## src/rtl/xorshift_pkg.sv

```systemverilog
// xorshift_pkg: shared constants, phase/state encodings and lane seeding for the xorshift stimulus generator
package xorshift_pkg;

    localparam logic [31:0] XS_X0        = 32'd123456789;
    localparam logic [31:0] XS_Y0        = 32'd362436069;
    localparam logic [31:0] XS_Z0        = 32'd521288629;
    localparam logic [31:0] XS_LANE_SALT = 32'h9E3779B9;

    typedef enum logic [1:0] {
        PH_ZERO = 2'd0,
        PH_ONES = 2'd1,
        PH_RAND = 2'd2
    } xsPhase;

    typedef enum logic [2:0] {
        ST_IDLE,
        ST_ZERO,
        ST_ONES,
        ST_RAND,
        ST_DONE
    } xsState;

    // Lane 0 keeps the raw seed so it reproduces the legacy single-lane sequence
    function automatic logic [31:0] laneSeed(input logic [31:0] seed, input int lane);
        return seed ^ (32'(lane) * XS_LANE_SALT);
    endfunction

endpackage

```

## src/rtl/xorshift128_core.sv

```systemverilog
// xorshift128_core: one xorshift128 generator lane with reseed and single-step controls
module xorshift128_core
    import xorshift_pkg::*;
#(
    parameter logic [31:0] INIT_W = 32'd1652613690
) (
    input  logic         clock,
    input  logic         reset_n,
    input  logic         load,
    input  logic         step,
    input  logic [31:0]  loadW,
    output logic [127:0] state
);

    logic [31:0] x, y, z, w, t;

    assign t     = x ^ (x << 11);
    assign state = {x, y, z, w};

    // Generator words: reseed on load, otherwise advance one step when asked
    always_ff @(posedge clock or negedge reset_n) begin
        if (!reset_n) begin
            {x, y, z, w} <= {XS_X0, XS_Y0, XS_Z0, INIT_W};
        end else if (load) begin
            {x, y, z, w} <= {XS_X0, XS_Y0, XS_Z0, loadW};
        end else if (step) begin
            x <= y;
            y <= z;
            z <= w;
            w <= w ^ (w >> 19) ^ t ^ (t >> 8);
        end
    end

endmodule

```

## src/rtl/xorshift_stim_gen.sv

```systemverilog
// xorshift_stim_gen: zero/ones/random stimulus beats over valid/ready; XORSHIFT_STIM_SEED_LOAD_EN enables runtime reseed
module xorshift_stim_gen
    import xorshift_pkg::*;
#(
    parameter int          WIDTH    = 4,
    parameter int          CHANNELS = 1,
    parameter int          COUNT    = 1000,
    parameter logic [31:0] SEED     = 32'd1652613690
) (
    input  logic                      clock,
    input  logic                      reset_n,
    input  logic                      start,
    input  logic                      seed_load,
    input  logic [31:0]               seed_in,
    output logic                      out_valid,
    input  logic                      out_ready,
    output logic [CHANNELS*WIDTH-1:0] out_data,
    output logic [1:0]                out_phase,
    output logic [31:0]               out_index,
    output logic                      busy,
    output logic                      done
);

    localparam logic [31:0] LAST_INDEX = 32'(COUNT - 1);

    xsState state;
    xsPhase phase;
    logic accept, idleLike, stepGen, loadGen;
    logic [CHANNELS*WIDTH-1:0] laneData;

    assign accept    = out_valid & out_ready;
    assign idleLike  = (state == ST_IDLE) | (state == ST_DONE);
    assign stepGen   = accept & ((state == ST_ONES) | ((state == ST_RAND) & (out_index != LAST_INDEX)));
    assign out_phase = phase;

`ifdef XORSHIFT_STIM_SEED_LOAD_EN
    assign loadGen = seed_load & idleLike;
`else
    logic unusedSeedLoad;
    assign unusedSeedLoad = seed_load;
    assign loadGen = 1'b0;
`endif

    for (genvar c = 0; c < CHANNELS; c++) begin : gLane
        logic [127:0] laneState;
        logic unusedLaneBits;
        xorshift128_core #(.INIT_W(laneSeed(SEED, c))) core (
            .clock  (clock),
            .reset_n(reset_n),
            .load   (loadGen),
            .step   (stepGen),
            .loadW  (laneSeed(seed_in, c)),
            .state  (laneState)
        );
        assign laneData[c*WIDTH +: WIDTH] = laneState[WIDTH-1:0];
        assign unusedLaneBits = ^laneState;
    end

    // Sequence control: walks zero, ones, then COUNT random beats, advancing only on accept
    always_ff @(posedge clock or negedge reset_n) begin
        if (!reset_n) begin
            state     <= ST_IDLE;
            phase     <= PH_ZERO;
            out_valid <= 1'b0;
            out_index <= '0;
            busy      <= 1'b0;
            done      <= 1'b0;
        end else begin
            case (state)
                ST_IDLE, ST_DONE: begin
                    if (start) begin
                        state     <= ST_ZERO;
                        phase     <= PH_ZERO;
                        out_valid <= 1'b1;
                        out_index <= '0;
                        busy      <= 1'b1;
                        done      <= 1'b0;
                    end
                end
                ST_ZERO: begin
                    if (accept) begin
                        state <= ST_ONES;
                        phase <= PH_ONES;
                    end
                end
                ST_ONES: begin
                    if (accept) begin
                        state     <= ST_RAND;
                        phase     <= PH_RAND;
                        out_index <= '0;
                    end
                end
                ST_RAND: begin
                    if (accept && out_index == LAST_INDEX) begin
                        state     <= ST_DONE;
                        phase     <= PH_ZERO;
                        out_valid <= 1'b0;
                        out_index <= '0;
                        busy      <= 1'b0;
                        done      <= 1'b1;
                    end else if (accept) begin
                        out_index <= out_index + 32'd1;
                    end
                end
                default: state <= ST_IDLE;
            endcase
        end
    end

    // Payload follows the state: fixed patterns for the first two beats, generator words after
    always_comb begin
        out_data = (state == ST_ZERO) ? '0 : (state == ST_ONES) ? '1 : (state == ST_RAND) ? laneData : '0;
    end

endmodule

```

## config.mk

```make
export PLATFORM = sky130hd
export DESIGN_NAME = xorshift_stim_gen
export DESIGN_NICKNAME = d
export VERILOG_FILES = /design/src/rtl/xorshift_pkg.sv /design/src/rtl/xorshift128_core.sv /design/src/rtl/xorshift_stim_gen.sv
export SDC_FILE = /design/constraint.sdc
export NUM_CORES = 1
export LEC_CHECK = 0
export BUFFER_PORTS_ARGS = -buffer_cell sky130_fd_sc_hd__buf_2
export CORE_MARGIN = 2
export CORE_UTILIZATION = 50
export CTS_BUF_LIST = sky130_fd_sc_hd__clkbuf_2
export DETAILED_ROUTE_END_ITERATION = 7
export GPL_TIMING_DRIVEN = 0
export PLACE_DENSITY = 0.8
export SLEW_MARGIN = 10
export SYNTH_ARGS = -nofsm -noshare
export SYNTH_HDL_FRONTEND = slang
export SYNTH_SLANG_ARGS = --single-unit
```

## constraint.sdc

```tcl
create_clock -name clock -period 2.55 [get_ports clock]
set_input_delay 0.3825 -clock clock [delete_from_list [all_inputs] [get_ports clock]]
set_output_delay 0.3825 -clock clock [all_outputs]
set_load 0.05 [all_outputs]
```

==> Yosys cells after proc, flatten, opt, wreduce, memory -nomap -nowiden <==
Index checks and enable logic that the tools add are counted.
{ "totals": {"ff_bits": 167, "inputBits": 37, "out_inout_bits": 41, "wordCells": 63} }
{ "classes": {"n_addsub": 1, "eq_ne": 11, "n_mux": 24, "bitwise": 8, "n_reduce_logical": 10} }
{ "op_table": {"columns": ["op", "n"], "rows": [
  ["$mux 32", 4],
  ["$pmux 32 s3", 1],
  ["$xor 32x32->32", 2],
  ["$add 32x1->32 const B", 1],
  ["$eq 32x10->1 const B", 1],
  ["$ne 32x10->1 const B", 1],
  ["$xor 32x13->32", 1],
  ["$xor 32x24->32", 1],
  ["$mux 3", 4],
  ["$mux 4", 3],
  ["$pmux 3 s4", 1],
  ["$mux 2", 4],
  ["$ne 2x2->1 const B", 4],
  ["$pmux 2 s4", 1],
  ["$reduce_and 4->1", 2],
  ["$eq 3x2->1 const B", 2],
  ["$reduce_and 5->1", 1],
  ["$mux 1", 4],
  ["$pmux 1 s2", 2],
  ["$reduce_bool 4->1", 1],
  ["$and 1x1->1", 3],
  ["$eq 3x1->1 const B", 1],
  ["$eq 3x3->1 const B", 1],
  ["$logic_not 3->1", 1],
  ["other kinds (7)", 7]
]} }

==> Logic depth before layout (Yosys ltp) <==
{ "logic_depth": {"ltp_word": 4, "depth_mapped": 9, "depth_no_buf": 6} }

==> Hierarchy <==
Synthesis repeated with hierarchy kept, for this count alone.
{ "hier_totals": {"cells_unflattened": 837, "area_unflattened_um2": 8657.1} }
{ "by_module_without_submodules": {"columns": ["mod", "n_inst", "cells_each", "area_each_um2", "seq_area_each_um2"], "rows": [
  ["xorshift128_core", 1, 586, 6292.3, 3279.4],
  ["xorshift_stim_gen", 1, 251, 2364.8, 975.9]
]} }

==> Worst setup path after synthesis <==
Ideal clock, no wire load.
{ "synth_timing": {"path_kind": "reg-to-reg", "from": "register out_index[22]", "to": "register gLane[0].core.y[21]", "setup_ps": 127, "t_arrival_ps": 2781, "required_time_ps": 2423, "setup_slack_ps": -358, "stages_incl_launch_ff": 9, "n_path_buf": 3, "synth_period_minus_slack_ps": 2908, "path_cell_list": "dfrtp_1 or4_1 or4_4 nor3_4 nand2b_1 buf_4 buf_6 buf_6 mux2_1"} }
{ "synth_via": {"elab_chain_len": 4} }
{ "synth_rtl": {"columns": ["element", "line", "text"], "rows": [
  ["start, declared", "xorshift_stim_gen.sv:19", "output logic [31:0] out_index,"],
  ["start signal, assigned", "xorshift_stim_gen.sv:102", "out_index <= out_index + 32'd1;"],
  ["$ne 32x10->1", "xorshift_stim_gen.sv:33", "assign stepGen = accept & ((state == ST_ONES) | ((state == ST_RAND) & (out_index != LAST_INDEX)));"],
  ["$and 1x1->1", "xorshift_stim_gen.sv:33", null],
  ["$or 1x1->1", "xorshift_stim_gen.sv:33", null],
  ["$and 1x1->1", "xorshift_stim_gen.sv:33", null],
  ["end signal, assigned", "xorshift128_core.sv:23", "{x, y, z, w} <= {XS_X0, XS_Y0, XS_Z0, INIT_W};"],
  ["end signal, assigned", "xorshift128_core.sv:25", "{x, y, z, w} <= {XS_X0, XS_Y0, XS_Z0, loadW};"],
  ["end signal, assigned", "xorshift128_core.sv:28", "y <= z;"],
  ["end, declared", "xorshift128_core.sv:15", "logic [31:0] x, y, z, w, t;"]
]} }
Every way passes these cells.
A chain may end at the register's enable or synchronous reset.

==> Worst setup path in the final report <==
{ "layout_timing": {"from": "register out_index[19]", "to": "register gLane[0].core.x[18]"} }
{ "layout_via": {"elab_chain_len": 4} }
{ "layout_rtl": {"columns": ["element", "line", "text"], "rows": [
  ["$ne 32x10->1", "xorshift_stim_gen.sv:33", null],
  ["$and 1x1->1", "xorshift_stim_gen.sv:33", null],
  ["$or 1x1->1", "xorshift_stim_gen.sv:33", null],
  ["$and 1x1->1", "xorshift_stim_gen.sv:33", null],
  ["end signal, assigned", "xorshift128_core.sv:23", null],
  ["end signal, assigned", "xorshift128_core.sv:25", null],
  ["end signal, assigned", "xorshift128_core.sv:27", "x <= y;"],
  ["end, declared", "xorshift128_core.sv:15", null]
]} }
Every way passes these cells.

==> results_dict.tcl <==
set metrics [dict create \
    endpoint_kind "flip-flop" \
    worstPathArrival_ps 3210 \
    clk_latency_ps 770 \
    avgSynthCellArea_um2 12.4 \
    synth-edff-count 0 \
    antenna_found_initial 0 \
    ys_top_cells_by_area "dfrtp_1 35%, dfstp_2 21%, mux2_2 9.1%" \
    critical_path_class "reg2reg" \
    fmax_ghz 0.391 \
    violations "setup timing" \
    synth_top_cell_by_area "dfrtp_1" \
    r2r_slack_ps -7 \
    clock_sinks 167 \
    numCtsBuffers 17 \
    p_total_mw 12.2 \
    rsz0062_at_grt "yes" \
    finalCritPeriodShare_pct 100 \
    finalClockSkew_ps 49.3 \
    dpl.hpwl_um 10800 \
    final_nets 739 \
    drtPass1Iterations 5 \
    worstSetupStartpointType "flip-flop" \
    status "finished with violations" \
    fin_ws_ps -7.08 \
    area_growth_pct 16.4 \
    cap_violations 0 \
    yosysSeqAreaShare_pct 55.6 \
    hold_violations 0 \
    synth.cell_area_um2 7650 \
    synth_top_area_share_pct 34.7 \
    gp_congestion 0.881 \
    grt_pass1_vias 5230 \
    diodes 0 \
    syn-num-nets 656 \
    io_buffers 44 \
    die_w_um 128 \
    drc_errors 0 \
    pin_count 78 \
    fillers 1173 \
    h-tree-depth 4 \
    die_h_um 128 \
    overflow 0 \
    grt_pass1_wl_um 27500 \
    yosysWarnings 0 \
    viasPerCell 5.72 \
    cts_tree "built" \
    period_needed_ps 2560 \
    row_count 45 \
    fin_util_pct 59.0 \
    synth-seq-cells 167 \
    cp.required_ps 3200 \
    synth_flop_cell "dfrtp_1" \
    power_density_nw_per_um2 1370 \
    drtIter0Drc 403 \
    ant_nets 0 \
    grt_max_degree 110 \
    max_slew_margin_pct 48.7 \
    design.core.area_um2 15100 \
    num_vias 5155 \
    syn-instance-count 618 \
    worst_slew_pin_slew_ps 763 \
    drt-wirelength-per-cell_um 19.0 \
    start_util_pct 50.7 \
    cts-root-buf "clkbuf_2" \
    peakVddDrop_mv 0.897 \
    hp-class "in2async" \
    worstPathMaxFanout 10 \
    wl_um 17100 \
    synth_common_cells "106 x dfrtp_1, 68 x xor2_1, 62 x mux2_2" \
    design.die.area_um2 16300 \
    p_leak_nw 3.96 \
    slew_violations 0 \
    clockBufferDepth 2 \
    setup_viol 2 \
    grt.total_usage_pct 21.9 \
    clk_pin_slew_ps 260 \
    drive_gt1_share_pct 39.1 \
    ys_types 45 \
    async_flop_share_pct 100 \
    synthMostInstantiatedCell "dfrtp_1" \
]
[worst max-delay path, cell delays in order, from the launching register on]
cell      delay, ps
dfrtp_2         460
or4_4           550
or4_4           450
nor3_4          140
nand2b_4        240
buf_4           260
mux2_2          360
[path summary, 6_finish.rpt]
check                                                   to  cells after the start                             from
setup / recovery           gLane[0].core.x[18]$_DFFE_PN0P_                      6        out_index[19]$_DFFE_PN0P_
hold / removal             gLane[0].core.w[20]$_DFFE_PN0P_                      2                          reset_n
setup reg to reg           gLane[0].core.x[18]$_DFFE_PN0P_                      6        out_index[19]$_DFFE_PN0P_
hold reg to reg            gLane[0].core.w[18]$_DFFE_PN0P_                      1  gLane[0].core.w[18]$_DFFE_PN0P_
max in group asynchronous  gLane[0].core.w[13]$_DFFE_PN1P_                      3                          reset_n
min in group clock                    state[1]$_DFFE_PN0P_                      4                        out_ready
[per-stage QoR]
step / area (um2) / hold WS, ps / setup WS (ps) / TNS (ps) / instances
2_1_floorplan: 7670 / 86.9 / -181 / -8860 / 618
3_3_place_gp: 8120 / 449 / -1460 / -190850 / 850
3_5_place_dp: 8160 / 341 / -561 / -54100 / 851
4_1_cts: 8710 / 25.1 / -63.4 / -701 / 895
5_1_grt: 8910 / 45.9 / -85.2 / -1750 / 902
6_report: 8910 / 92.0 / -7.08 / -11.9 / 902
[per-layer routing]
layer  track usage [%]  vias to the layer above  wire, um
li1                  -                     2309         -
met1              28.5                     2647      7310
met5                 0                        -         0
met4              7.69                        0       408
met2              36.1                      169      8500
met3              5.30                       30       914
[flip-flops by register name (all words and copies together), names as in the netlist]
signal	cells
gLane.core.z	32
done	1
state	3
busy	1
gLane.core.y	32
out_phase	2
out_index	32
gLane.core.x	32
gLane.core.w	32
[power by group]
part	internal [mW]	switching (mW)	total, mW	leakage [nW]
registers	4.19	0.981	5.17	1.94
clock network	0.474	0.988	1.46	0.146
logic	2.84	2.74	5.58	1.87
[repair_timing]
item | in CTS | in global routing
buffers inserted | 13 | 5
endpoints found under the hold margin | 135 | 0
endpoints found under the setup margin | 150 | 118
pin swaps | 2 | 4
resized for setup | 47 | 28
hold buffers | 2 | 0
gates cloned | 1 | 2
[kinds of logic (layout without fill, tap and decap cells)]
group           after synthesis  in the layout  share of synthesized area, %
simple gates                161            161                          11.0
xor+xnor                    121            121                          13.9
fa+ha+maj                     1              1                         0.164
flops                       167            167                          55.6
buf+inv                      35            131                          2.58
compound gates               41             41                          3.22
mux                          92             92                          13.5
[layout by cell type, fill, tap and decap left out, types with 3 or more instances in the layout]
master,count
dfrtp_1,103
xor2_1,68
dfstp_2,61
xnor2_1,53
mux2_2,51
buf_2,42
mux2_4,40
nor2_1,36
nor3_1,34
nand2_1,25
buf_4,21
clkbuf_2,18
o21ai_0,16
nand3_1,14
nand4_1,13
a21oi_1,11
clkbuf_1,8
inv_1,7
nor4_1,6
buf_6,6
and4_1,5
buf_12,5
and3_1,4
or3_1,4
nand4b_1,3
inv_8,3
inv_6,3
dfrtp_2,3
[area by class of cell]
type                       instances  area [um2]  share of cell area [%]
clock inverter                    15         165                    1.85
inverter                           7        26.3                   0.295
multi-input combinational        416        3400                    38.2
sequential                       167        4260                    47.8
timing repair buffer              68         504                    5.66
clock buffer                      17        85.1                   0.955
tap                              188         235                    2.64
buffer                            24         229                    2.57
(Power assumes the default switching activity.)
